--- src/rtl/mailbox_enq_arbiter_pkg.sv ---
// Shared types and the round-robin search used by both sides of the mailbox.
package mailbox_pkg;

  localparam int unsigned RR_MAX_N = 32;
  localparam int unsigned RR_IDX_W = 5;

  typedef enum logic [0:0] {
    ARB    = 1'b0,
    LOCKED = 1'b1
  } arb_state_e;

  typedef struct packed {
    logic                found;
    logic [RR_IDX_W-1:0] idx;
  } rr_pick_t;

  // Scan last+1, last+2, ... wrapping at n; the first set bit wins.
  function automatic rr_pick_t rr_pick(input logic [RR_MAX_N-1:0] valid,
                                       input int unsigned n,
                                       input int unsigned last);
    rr_pick_t    res;
    int unsigned idx;
    res.found = 1'b0;
    res.idx   = '0;
    idx       = last;
    for (int unsigned k = 32'd0; k < RR_MAX_N; k++) begin
      if (k < n) begin
        idx = (idx >= n - 32'd1) ? 32'd0 : idx + 32'd1;
        if (valid[idx[RR_IDX_W-1:0]] && !res.found) begin
          res.found = 1'b1;
          res.idx   = idx[RR_IDX_W-1:0];
        end
      end
    end
    return res;
  endfunction

endpackage

--- src/rtl/mailbox_enq_arbiter_if.sv ---
// Requester and mailbox-enq bundle; master is the arbiter, slave is its environment.
interface mailbox_enq_arbiter_if #(
  parameter int N     = 4,
  parameter int WIDTH = 32,
  parameter int IDW   = $clog2(N)
);
  logic [N-1:0]         req_valid;
  logic [N-1:0]         req_last;
  logic [N*WIDTH-1:0]   req_bits;
  logic [N-1:0]         req_ready;
  logic                 enq_valid;
  logic                 enq_ready;
  logic [IDW+WIDTH-1:0] enq_bits;
  logic [IDW-1:0]       grant_id;
  logic                 locked;

  modport master (
    input  req_valid, req_last, req_bits, enq_ready,
    output req_ready, enq_valid, enq_bits, grant_id, locked
  );

  modport slave (
    output req_valid, req_last, req_bits, enq_ready,
    input  req_ready, enq_valid, enq_bits, grant_id, locked
  );
endinterface

--- src/rtl/mailbox_enq_arbiter_picker.sv ---
// Combinational round-robin picker; also used by the read-side demux.
module rr_priority_picker
  import mailbox_pkg::*;
#(
  parameter int N   = 4,
  parameter int IDW = $clog2(N)
) (
  input  logic [N-1:0]   valid_i,
  input  logic [IDW-1:0] ptr_i,
  output logic [IDW-1:0] idx_o,
  output logic           found_o
);

  logic [RR_MAX_N-1:0] valid_ext_s;
  rr_pick_t            pick_s;

  // Widen the request vector and run the shared search.
  always_comb begin
    valid_ext_s         = '0;
    valid_ext_s[N-1:0]  = valid_i;
    pick_s              = rr_pick(valid_ext_s, int'(N), 32'(ptr_i));
    idx_o               = IDW'(pick_s.idx);
    found_o             = pick_s.found;
  end

endmodule

--- src/rtl/mailbox_enq_arbiter.sv ---
// Round-robin, burst-locking arbiter feeding the enq side of a one-entry mailbox.
module mailbox_enq_arbiter
  import mailbox_pkg::*;
#(
  parameter int N         = 4,
  parameter int WIDTH     = 32,
  parameter int IDW       = $clog2(N),
  parameter int MAX_BURST = 8
) (
  input  logic                  w_clock,
  input  logic                  w_reset,
  mailbox_enq_arbiter_if.master bus
);

  localparam int CNTW = (MAX_BURST > 1) ? $clog2(MAX_BURST + 1) : 1;

  arb_state_e       state_q;
  logic [CNTW-1:0]  count_q;
  logic [CNTW-1:0]  count_d;
  logic [IDW-1:0]   grant_id_q;
  logic [IDW-1:0]   out_id_q;
  logic [WIDTH-1:0] out_payload_q;
  logic             out_valid_q;
  logic             locked_q;

  logic             can_load_s;
  logic             accept_s;
  logic             pick_found_s;
  logic             win_last_s;
  logic             burst_end_s;
  logic [IDW-1:0]   pick_idx_s;
  logic [IDW-1:0]   win_id_s;
  logic [N-1:0]     req_ready_s;
  logic [WIDTH-1:0] win_bits_s;

  rr_priority_picker #(.N(N), .IDW(IDW)) u_picker (
    .valid_i (bus.req_valid),
    .ptr_i   (grant_id_q),
    .idx_o   (pick_idx_s),
    .found_o (pick_found_s)
  );

  // Winner selection and accept strobe; a locked grant offers ready even when idle.
  always_comb begin
    can_load_s  = !out_valid_q || bus.enq_ready;
    req_ready_s = '0;
    accept_s    = 1'b0;
    win_id_s    = grant_id_q;
    case (state_q)
      ARB: begin
        if (can_load_s && pick_found_s) begin
          win_id_s                = pick_idx_s;
          accept_s                = 1'b1;
          req_ready_s[pick_idx_s] = 1'b1;
        end else begin
          win_id_s = grant_id_q;
        end
      end
      LOCKED: begin
        req_ready_s[grant_id_q] = can_load_s;
        accept_s                = can_load_s && bus.req_valid[grant_id_q];
      end
      default: begin
        req_ready_s = '0;
        accept_s    = 1'b0;
      end
    endcase
    win_bits_s = '0;
    for (int i = 0; i < N; i++) begin
      if (win_id_s == IDW'(i)) begin
        win_bits_s = bus.req_bits[i*WIDTH +: WIDTH];
      end else begin
        win_bits_s = win_bits_s;
      end
    end
    win_last_s  = bus.req_last[win_id_s];
    count_d     = count_q + CNTW'(1);
    burst_end_s = win_last_s || (count_d == CNTW'(MAX_BURST));
  end

  // Output register and grant FSM.
  always_ff @(posedge w_clock or posedge w_reset) begin
    if (w_reset) begin
      out_valid_q   <= 1'b0;
      out_id_q      <= '0;
      out_payload_q <= '0;
      grant_id_q    <= IDW'(N - 1);
      count_q       <= '0;
      locked_q      <= 1'b0;
      state_q       <= ARB;
    end else begin
      if (accept_s) begin
        out_valid_q   <= 1'b1;
        out_id_q      <= win_id_s;
        out_payload_q <= win_bits_s;
      end else if (bus.enq_ready) begin
        out_valid_q <= 1'b0;
      end
      case (state_q)
        ARB: begin
          if (accept_s) begin
            grant_id_q <= win_id_s;
            if (!win_last_s && (MAX_BURST > 1)) begin
              state_q  <= LOCKED;
              count_q  <= CNTW'(1);
              locked_q <= 1'b1;
            end
          end
        end
        LOCKED: begin
          if (accept_s) begin
            if (burst_end_s) begin
              state_q  <= ARB;
              count_q  <= '0;
              locked_q <= 1'b0;
            end else begin
              count_q <= count_d;
            end
          end
        end
        default: begin
          state_q  <= ARB;
          count_q  <= '0;
          locked_q <= 1'b0;
        end
      endcase
    end
  end

  assign bus.req_ready = req_ready_s;
  assign bus.enq_valid = out_valid_q;
  assign bus.enq_bits  = {out_id_q, out_payload_q};
  assign bus.grant_id  = grant_id_q;
  assign bus.locked    = locked_q;

endmodule

--- src/flat_wrapper.sv ---
// flat-port wrapper written by rule: the top's interface ports become plain ports
module mailbox_enq_arbiter_flat import mailbox_pkg::*;
#(
  parameter int N         = 4,
  parameter int WIDTH     = 32,
  parameter int IDW       = $clog2(N),
  parameter int MAX_BURST = 8
)
  (w_clock, w_reset, bus_req_valid, bus_req_last, bus_req_bits, bus_enq_ready, bus_req_ready, bus_enq_valid, bus_enq_bits, bus_grant_id, bus_locked);
  mailbox_enq_arbiter_if #(.N(N), .WIDTH(WIDTH), .IDW(IDW)) bus_i ();
  input  logic w_clock;
  input  logic w_reset;
  input wire logic [$bits(bus_i.req_valid)-1:0] bus_req_valid;
  input wire logic [$bits(bus_i.req_last)-1:0] bus_req_last;
  input wire logic [$bits(bus_i.req_bits)-1:0] bus_req_bits;
  input wire logic [$bits(bus_i.enq_ready)-1:0] bus_enq_ready;
  output wire logic [$bits(bus_i.req_ready)-1:0] bus_req_ready;
  output wire logic [$bits(bus_i.enq_valid)-1:0] bus_enq_valid;
  output wire logic [$bits(bus_i.enq_bits)-1:0] bus_enq_bits;
  output wire logic [$bits(bus_i.grant_id)-1:0] bus_grant_id;
  output wire logic [$bits(bus_i.locked)-1:0] bus_locked;
  assign bus_i.req_valid = bus_req_valid;
  assign bus_i.req_last = bus_req_last;
  assign bus_i.req_bits = bus_req_bits;
  assign bus_i.enq_ready = bus_enq_ready;
  assign bus_req_ready = bus_i.req_ready;
  assign bus_enq_valid = bus_i.enq_valid;
  assign bus_enq_bits = bus_i.enq_bits;
  assign bus_grant_id = bus_i.grant_id;
  assign bus_locked = bus_i.locked;
  mailbox_enq_arbiter #(.N(N), .WIDTH(WIDTH), .IDW(IDW), .MAX_BURST(MAX_BURST)) u_core (.w_clock(w_clock), .w_reset(w_reset), .bus(bus_i));
endmodule
--- config.mk ---
export PLATFORM = sky130hd
export DESIGN_NAME = mailbox_enq_arbiter_flat
export DESIGN_NICKNAME = d
export VERILOG_FILES = /design/src/rtl/mailbox_enq_arbiter_pkg.sv /design/src/rtl/mailbox_enq_arbiter_if.sv /design/src/rtl/mailbox_enq_arbiter_picker.sv /design/src/rtl/mailbox_enq_arbiter.sv /design/src/flat_wrapper.sv
export SDC_FILE = /design/constraint.sdc
export NUM_CORES = 1
export LEC_CHECK = 0
export ABC_AREA = 1
export BUFFER_PORTS_ARGS = -buffer_cell sky130_fd_sc_hd__buf_2
export CAP_MARGIN = 20
export CORE_ASPECT_RATIO = 1.1
export CORE_UTILIZATION = 40
export CTS_CLUSTER_SIZE = 8
export DETAILED_ROUTE_END_ITERATION = 10
export GPL_ROUTABILITY_DRIVEN = 0
export MAX_ROUTING_LAYER = met4
export PLACE_DENSITY = 0.75
export SYNTH_ARGS = -nofsm -noshare
export SYNTH_HDL_FRONTEND = slang
export SYNTH_SLANG_ARGS = --single-unit
--- constraint.sdc ---
create_clock -name w_clock -period 3.9 [get_ports w_clock]
set_input_delay 0.39 -clock w_clock [delete_from_list [all_inputs] [get_ports w_clock]]
set_output_delay 0.39 -clock w_clock [all_outputs]
set_load 0.005 [all_outputs]
==> summary.md, run 1 <==
| Metric | Value |
|---|---|
| Synth cell count leaders | `nand2_1, dfrtp_1, o21ai_0` |
| Worst Path Buf+Inv | `3` |
| Final HPWL DP | `7710 um` |
| Die Y | `94.7 um` |
| Total GRT Usage | `25.5%` |
| CTS resizes | `0` |
| Hold Violations, Final | `0` |
| Worst Hold Class | `input pin to async pin` |
| Antenna violations before repair | `0` |
| CP endpoint kind | `flop` |
| Worst slew pin tran | `0.907 ns` |
| Reg2Reg Capture Point | `u_core.out_payload_q[25]` |
| P&R area growth vs syn | `33.1%` |
| Cells after synthesis | `472` |
| Final instance area | `4160 um2` |
| Crit share post-route | `84.5%` |
| Synth cell types | `34` |
| Filler Cell Count | `774` |
| Drt wl/cell | `13.5 um` |
| Slowest cell on the critical path | `dfstp_2` |
| Via density | `5.01` |
| Share of layout cells above drive strength 1 | `35.5%` |
| Syn nets | `617` |
| Cells along the critical path | `inv_2 > ha_1 > inv_1 > nand2_1 > nand2_2 > nand2_1 > nand2_2 > nand2_1 > nor2_2 > nand2_2 > nand3_4 > o21ai_4 > inv_4 > nor2_8 > nand2_1 > nand3_1 > nor2_1 > o21ai_1` |
| Cell mode on critical path | `nand2_1` |
| Register area | `1080 um2` |
| Static leakage | `0.00232 uW` |
| Synth Warn # | `0` |
| Maximum VDD drop | `0.315 mV` |
| Area of the multi-input gates | `1830 um2` |
| Top-count cell post-synth | `nand2_1` |
| Die Span X | `86.3 um` |
| Critical Path Fanout Max | `28` |
| CP Data Arrival Time | `3.52 ns` |
| DP Worst Slack | `0.623 ns` |
| Setup violators final | `0` |
| Ys flop type | `dfrtp_1` |
| Final Worst Setup Slack | `0.606 ns` |
| CTS Hold Bufs | `0` |
| Num CTS Buffers | `5` |
| Post-DRT Antenna Nets | `0` |
| Io pins | `181` |
| EDFF count, synth | `0` |
| Seq cells post-synth | `43` |
| Vias in the first global route | `3559` |
| Outcome | `completed` |
| Synth top area share | `32.8%` |
| TNS Setup | `0 ns` |
| Placed inst area | `4070 um2` |
| Number of port buffers | `180` |
| CTS tree | `built` |
| PwrDens | `950 nW/um2` |
| Clock sink count | `43` |
| Tot Pwr | `3960 uW` |
| Global-route wire length before repair | `16000 um` |
| Initial Util | `41.6%` |
| GR Overflow Total | `0` |
| CP peak stage delay | `0.63 ns` |
| Clock Tree Buf Depth | `2` |
| Layout Utilization | `55.4%` |
| First-pass DRT Iterations | `5` |
| Top cell type by total area after synthesis | `dfrtp_1` |
| Clock Pin Slew Worst Setup and Hold Paths | `0.10 ns` |
| Worst reg-to-reg setup slack | `0.61 ns` |
| Pin count of the biggest net entering global routing | `44` |
| F_max | `304 MHz` |
| Seq/Total Area, Yosys | `34.5%` |
| Max Cap Viol | `0` |
| DRC violations left | `0` |
| Worst slew margin | `39.5%` |
| Syn avg cell area | `6.62 um2` |
| Clk_skew | `0.0114 ns` |
| Placement Rows | `33` |
| Vias post-DR | `3754` |
| Die ar. | `8180 um2` |
| Worst setup SP type | `flop` |
| Synthesized area | `3130 um2` |
| Nets | `789` |
| Worst r2r path cells | `18` |
| Inserted Diodes | `0` |
| Async SR Flop Fraction | `100%` |
| Core area | `7510 um2` |
| Critical Path RT | `4.12 ns` |
| H-tree depth | `2` |
| WS Path Type | `flop to flop` |
| Clock insertion delay at the later pin of the skew report | `0.30 ns` |
| Clock root buffer | `clkbuf_8` |
| Crit path max-delay family | `simple AND/OR/NAND/NOR gates` |
| Unrepaired setup endpoints after global routing | `no` |
| Final wirelength | `10200 um` |
| Fin. max-slew vios | `0` |
| Worst r2r src | `u_core.bus.grant_id[0]` |
| Post-CTS setup buffer count | `0` |
| Synth area leaders | `dfrtp_1, nand2_1, o21ai_0` |
| Initial DRC Count | `161` |
| Post-route minimum period | `3.29 ns` |
stage by stage:
step	std cells	hold WS (ns)
2_1_floorplan	472	0.461
3_3_place_gp	742	0.461
3_5_place_dp	742	0.468
4_1_cts	750	0.305
5_1_grt	750	0.340
6_report	750	0.273
sequential cells by signal (all words and copies together) (netlist names):
name / flops
u_core.bus.enq_valid: 1
u_core.bus.grant_id: 2
u_core.bus.locked: 1
u_core.count_q: 4
u_core.out_id_q: 2
u_core.out_payload_q: 32
u_core.state_q: 1
layout by cell type (no fill, tap or decap), drive strengths merged:
cell type	netlist	routed
a21oi	4	4
a31oi	5	5
buf	13	184
clkbuf	6	5
clkinv	2	2
clkinvlp	0	2
dfrtp	41	41
dfstp	2	2
ha	6	6
inv	22	23
nand2	239	239
nand3	27	27
nand4	18	18
nor2	31	31
o211ai	1	1
o21ai	51	51
o21bai	1	1
o31ai	1	1
xor2	2	2
worst max-delay path by stage:
| stage | to | slack (ns) | from | depth (start not counted) |
|---|---|---|---|---|
| after floorplan | u_core.out_payload_q[12] | 1.18 | u_core.bus.grant_id[0] | 19 |
| after global placement | u_core.out_payload_q[0] | 0.75 | u_core.bus.grant_id[0] | 17 |
| after detailed placement | u_core.out_payload_q[8] | 0.62 | u_core.bus.grant_id[0] | 17 |
| after CTS | u_core.out_payload_q[1] | 0.61 | u_core.bus.grant_id[0] | 18 |
| after global routing | u_core.out_payload_q[25] | 0.27 | u_core.bus.grant_id[0] | 17 |
| final | u_core.out_payload_q[25] | 0.61 | u_core.bus.grant_id[0] | 18 |
cells by family (layout without fill, tap and decap cells):
kind of cell               count (synthesis)  count (layout)  share of synthesized area, %
AOI/OAI and AO/OA                         63              63                          11.0
and+or+nand+nor                          315             315                          44.7
adders and majority gates                  6               6                          2.40
xor gates and xnor gates                   2               2                         0.560
buffers and inverters                     43             216                          6.84
DFF                                       43              43                          34.5
area by class of cell:
type / instances / area share (%)
clock inverters: 3 / 0.571
well taps: 105 / 3.16
flip-flops and latches: 43 / 25.9
inverters: 24 / 2.28
clock buffers: 5 / 1.65
multi-input cells: 386 / 44.1
repair buffers: 184 / 22.4
worst reg2reg max path, cell delays in order (launching register included):
cell	delay [ns]
dfstp_2	0.63
inv_2	0.10
ha_1	0.39
inv_1	0.13
nand2_1	0.11
nand2_2	0.07
nand2_1	0.08
nand2_2	0.08
nand2_1	0.08
nor2_2	0.05
nand2_2	0.07
nand3_4	0.10
o21ai_4	0.52
inv_4	0.10
nor2_8	0.34
nand2_1	0.13
nand3_1	0.09
nor2_1	0.04
o21ai_1	0.12
layer usage:
| layer | GRT usage, % | vias to the layer above | share of wire (%) |
|---|---|---|---|
| li1 | - | 1861 | - |
| met1 | 30.3 | 1715 | 41 |
| met2 | 44.0 | 163 | 50 |
| met3 | 4.02 | 15 | 7.1 |
| met4 | 8.61 | 0 | 1.9 |
| met5 | - | - | 0 |
power by group:
| part | switching [uW] | internal [uW] |
|---|---|---|
| Combinational | 1870 | 962 |
| Clock | 170 | 128 |
| Sequential | 140 | 683 |
Note: power is estimated with default switching activity, not from simulation.
==> run 2: changes to the inputs <==
PLACE_DENSITY = 0.78   (was 0.75)
clock period = 2.7 ns   (was 3.9 ns; I/O delays follow)
==> run 2 against run 1 <==
Compared with the run above:
- the flow now finishes with violations (setup timing)
- utilization increased by 12 points
- clock power is 72% higher
- first-iteration DRC count rose by 1.2%
- register-to-register slack got worse by 0.65 ns
- critical path depth down 5
- sequential cell count did not move
- sequential share of layout area fell by 4.5 points
- die area is the same
- combinational power rose by 120%
- via count is 9.2% higher
- critical endpoint is now bus_req_ready[0]
==> summary.md, run 2 (same netlist as run 1, synthesis figures left out) <==
| Metric | Value |
|---|---|
| Nets | `828 (was 789)` |
| Static leakage | `0.00272 uW (was 0.00232 uW)` |
| Seq pwr share | `14.8% (was 20.8%)` |
| Final Worst Setup Slack | `-0.0410 ns (was 0.606 ns)` |
| Core area | `7510 um2 (unchanged)` |
| Initial Util | `41.6% (unchanged)` |
| Final wirelength | `11700 um (was 10200 um)` |
| Number of port buffers | `180 (unchanged)` |
| Total GRT Usage | `26.7% (was 25.5%)` |
| Switching part of the total power | `50.5% (was 55.1%)` |
| Vias in the first global route | `3541 (was 3559)` |
| Power Internal | `4000 uW (was 1770 uW)` |
| Antenna violations before repair | `1 (was 0)` |
| F_max | `365 MHz` |
| Clk_skew | `0.0137 ns (was 0.0114 ns)` |
| Initial DRC Count | `163 (was 161)` |
| Number of flip-flops under the largest register name | `32 (unchanged)` |
| Clock Pin Slew Worst Setup and Hold Paths | `0.10 ns (about the same)` |
| TNS Setup | `-0.277 ns (was 0 ns)` |
| Clock power frac | `6.3% (was 7.5%)` |
| Placed Cells | `759 (was 742)` |
| CP endpoint kind | `output pin (was flop)` |
| Critical Path RT | `2.43 ns (was 4.12 ns)` |
| Pin count of the biggest net entering global routing | `44 (unchanged)` |
| Post-DRT Antenna Nets | `0 (unchanged)` |
| CP Data Arrival Time | `2.47 ns (was 3.52 ns)` |
| GR Overflow Total | `0 (unchanged)` |
| Max Cap Viol | `0 (unchanged)` |
| WS Path Type | `flop to output pin (was flop to flop)` |
| Unrepaired setup endpoints after global routing | `yes (was no)` |
| Clock insertion delay at the later pin of the skew report | `0.30 ns (about the same)` |
| Worst r2r src | `u_core.bus.grant_id[0] (unchanged)` |
| Placed inst area | `4270 um2 (was 4070 um2)` |
| Biggest regs | `u_core.out_payload_q: 32 flops, u_core.count_q: 4 flops (unchanged)` |
| Via density | `5.19 (was 5.01)` |
| Clock Tree Buf Depth | `2 (unchanged)` |
| Global-route wire length before repair | `16400 um (was 16000 um)` |
| Num CTS Buffers | `5 (unchanged)` |
| Worst reg-to-reg setup slack | `-0.04 ns (was 0.61 ns)` |
| Worst Hold Class | `input pin to async pin (unchanged)` |
| Worst setup SP type | `flop (unchanged)` |
| Non-filler instance count after layout | `790 (was 750)` |
| Maximum VDD drop | `0.778 mV (was 0.315 mV)` |
| Crit share post-route | `102%` |
| Vias post-DR | `4098 (was 3754)` |
| Worst slew margin | `39.1% (was 39.5%)` |
| Reg2Reg Capture Point | `u_core.count_q[2] (was u_core.out_payload_q[25])` |
| Share of layout cells above drive strength 1 | `47.5% (was 35.5%)` |
| CTS tree | `built (unchanged)` |
| First-pass DRT Iterations | `5 (unchanged)` |
| Commonest non-fill, non-tap cell in the layout | `nand2_1 (unchanged)` |
| Failing checks | `setup timing` |
| Worst r2r path cells | `19 (was 18)` |
| Gate power share | `78.8% (was 71.7%)` |
| Most frequent cells in the layout | `nand2_1, buf_2, dfrtp_1 (unchanged)` |
| DRC violations left | `0 (unchanged)` |
| Worst slew pin tran | `0.912 ns (was 0.907 ns)` |
| Fin. max-slew vios | `0 (unchanged)` |
| H-tree depth | `2 (unchanged)` |
| Critical Path Fanout Max | `6 (was 28)` |
| Io pins | `181 (unchanged)` |
| Die Y | `94.7 um (unchanged)` |
| Die ar. | `8180 um2 (unchanged)` |
| Die Span X | `86.3 um (unchanged)` |
| Outcome | `complete, but fails checks (was completed)` |
| PwrDens | `1600 nW/um2 (was 950 nW/um2)` |
| Post-route minimum period | `2.74 ns` |
| Drt wl/cell | `14.8 um (was 13.5 um)` |
| Setup violators final | `11 (was 0)` |
| Switching pwr | `4070 uW (was 2180 uW)` |
| P&R area growth vs syn | `60.9% (was 33.1%)` |
| Final instance area | `5030 um2 (was 4160 um2)` |
| Final HPWL DP | `7960 um (was 7710 um)` |
| Clock sink count | `43 (unchanged)` |
| Hold Violations, Final | `0 (unchanged)` |
| Placement Rows | `33 (unchanged)` |
| Reg with most FFs | `u_core.out_payload_q (unchanged)` |
| Clock root buffer | `clkbuf_8 (unchanged)` |
| Filler Cell Count | `655 (was 774)` |
-- run 2: critical path, cell delays in order (launching register included) --
cell and delay (ns):
dfstp_2 0.59, inv_2 0.07, ha_4 0.32, inv_6 0.06
nand2_4 0.07, nand2_4 0.07, nand2_2 0.08, nand2_2 0.08
o211ai_1 0.27, nand2_1 0.11, nand2_2 0.15, buf_6 0.14
o21ai_1 0.05, buf_2 0.12
-- run 2: through the flow --
| step | utilization (%) | hold slack, ns | total power (uW) | setup slack [ns] |
|---|---|---|---|---|
| floorplan | - | 0.428 | 4270 | 0.0817 |
| global placement | 56.9 | 0.459 | 5620 | -0.0269 |
| detailed placement | 56.9 | 0.469 | 5780 | -0.161 |
| CTS | 61.0 | 0.202 | 6850 | -0.0130 |
| global route | 66.9 | 0.235 | 8720 | -0.171 |
| finish | 66.9 | 0.161 | 8070 | -0.0410 |
-- run 2: final cells by class --
class	instances	area (um2)	share of cell area (%)
Timing Repair Buffer	223	1440	28.7
Sequential cell	43	1080	21.4
Tap cell	105	131	2.61
Clock buffer	5	68.8	1.37
Inverter	24	128	2.54
Clock inverter	3	43.8	0.871
Multi-Input combinational cell	386	2140	42.5
Antenna cell	1	2.50	0.0498
-- run 2: metal layers --
layer	share of wire, %	track usage [%]	vias to the layer above
met3	5.3	2.62	41
met1	39	31.6	1886
met2	52	46.4	220
met4	4.0	11.0	0
li1	-	-	1951
met5	0	-	-
-- run 2: timing repair --
item	4_1_cts	5_1_grt
buffers inserted	7	9
hold buffers	0	0
cloned	2	5
resized for setup	25	90
pin swaps	14	56
setup endpoints to repair	41	42
-- run 2: power groups by stage --
stage                     clock network (uW)  registers [uW]  logic [uW]
after floorplan                            0            1200        3080
after global placement                     0            1180        4440
after detailed placement                   0            1180        4600
after CTS                                512            1190        5150
after global routing                     542            1240        6950
final                                    512            1200        6360
-- run 2: how the worst max path moves through the flow --
stage / start / to / slack (ns) / cells past startpoint
global route: u_core.bus.grant_id[0] / u_core.out_payload_q[2] / -0.17 / 21
global placement: u_core.bus.grant_id[0] / u_core.out_payload_q[3] / -0.03 / 17
detailed placement: u_core.bus.grant_id[0] / u_core.out_payload_q[1] / -0.16 / 17
finish: u_core.bus.grant_id[0] / bus_req_ready[0] / -0.04 / 13
CTS: u_core.bus.grant_id[1] / u_core.out_payload_q[4] / -0.01 / 22
floorplan: u_core.bus.grant_id[0] / u_core.out_payload_q[12] / 0.08 / 19
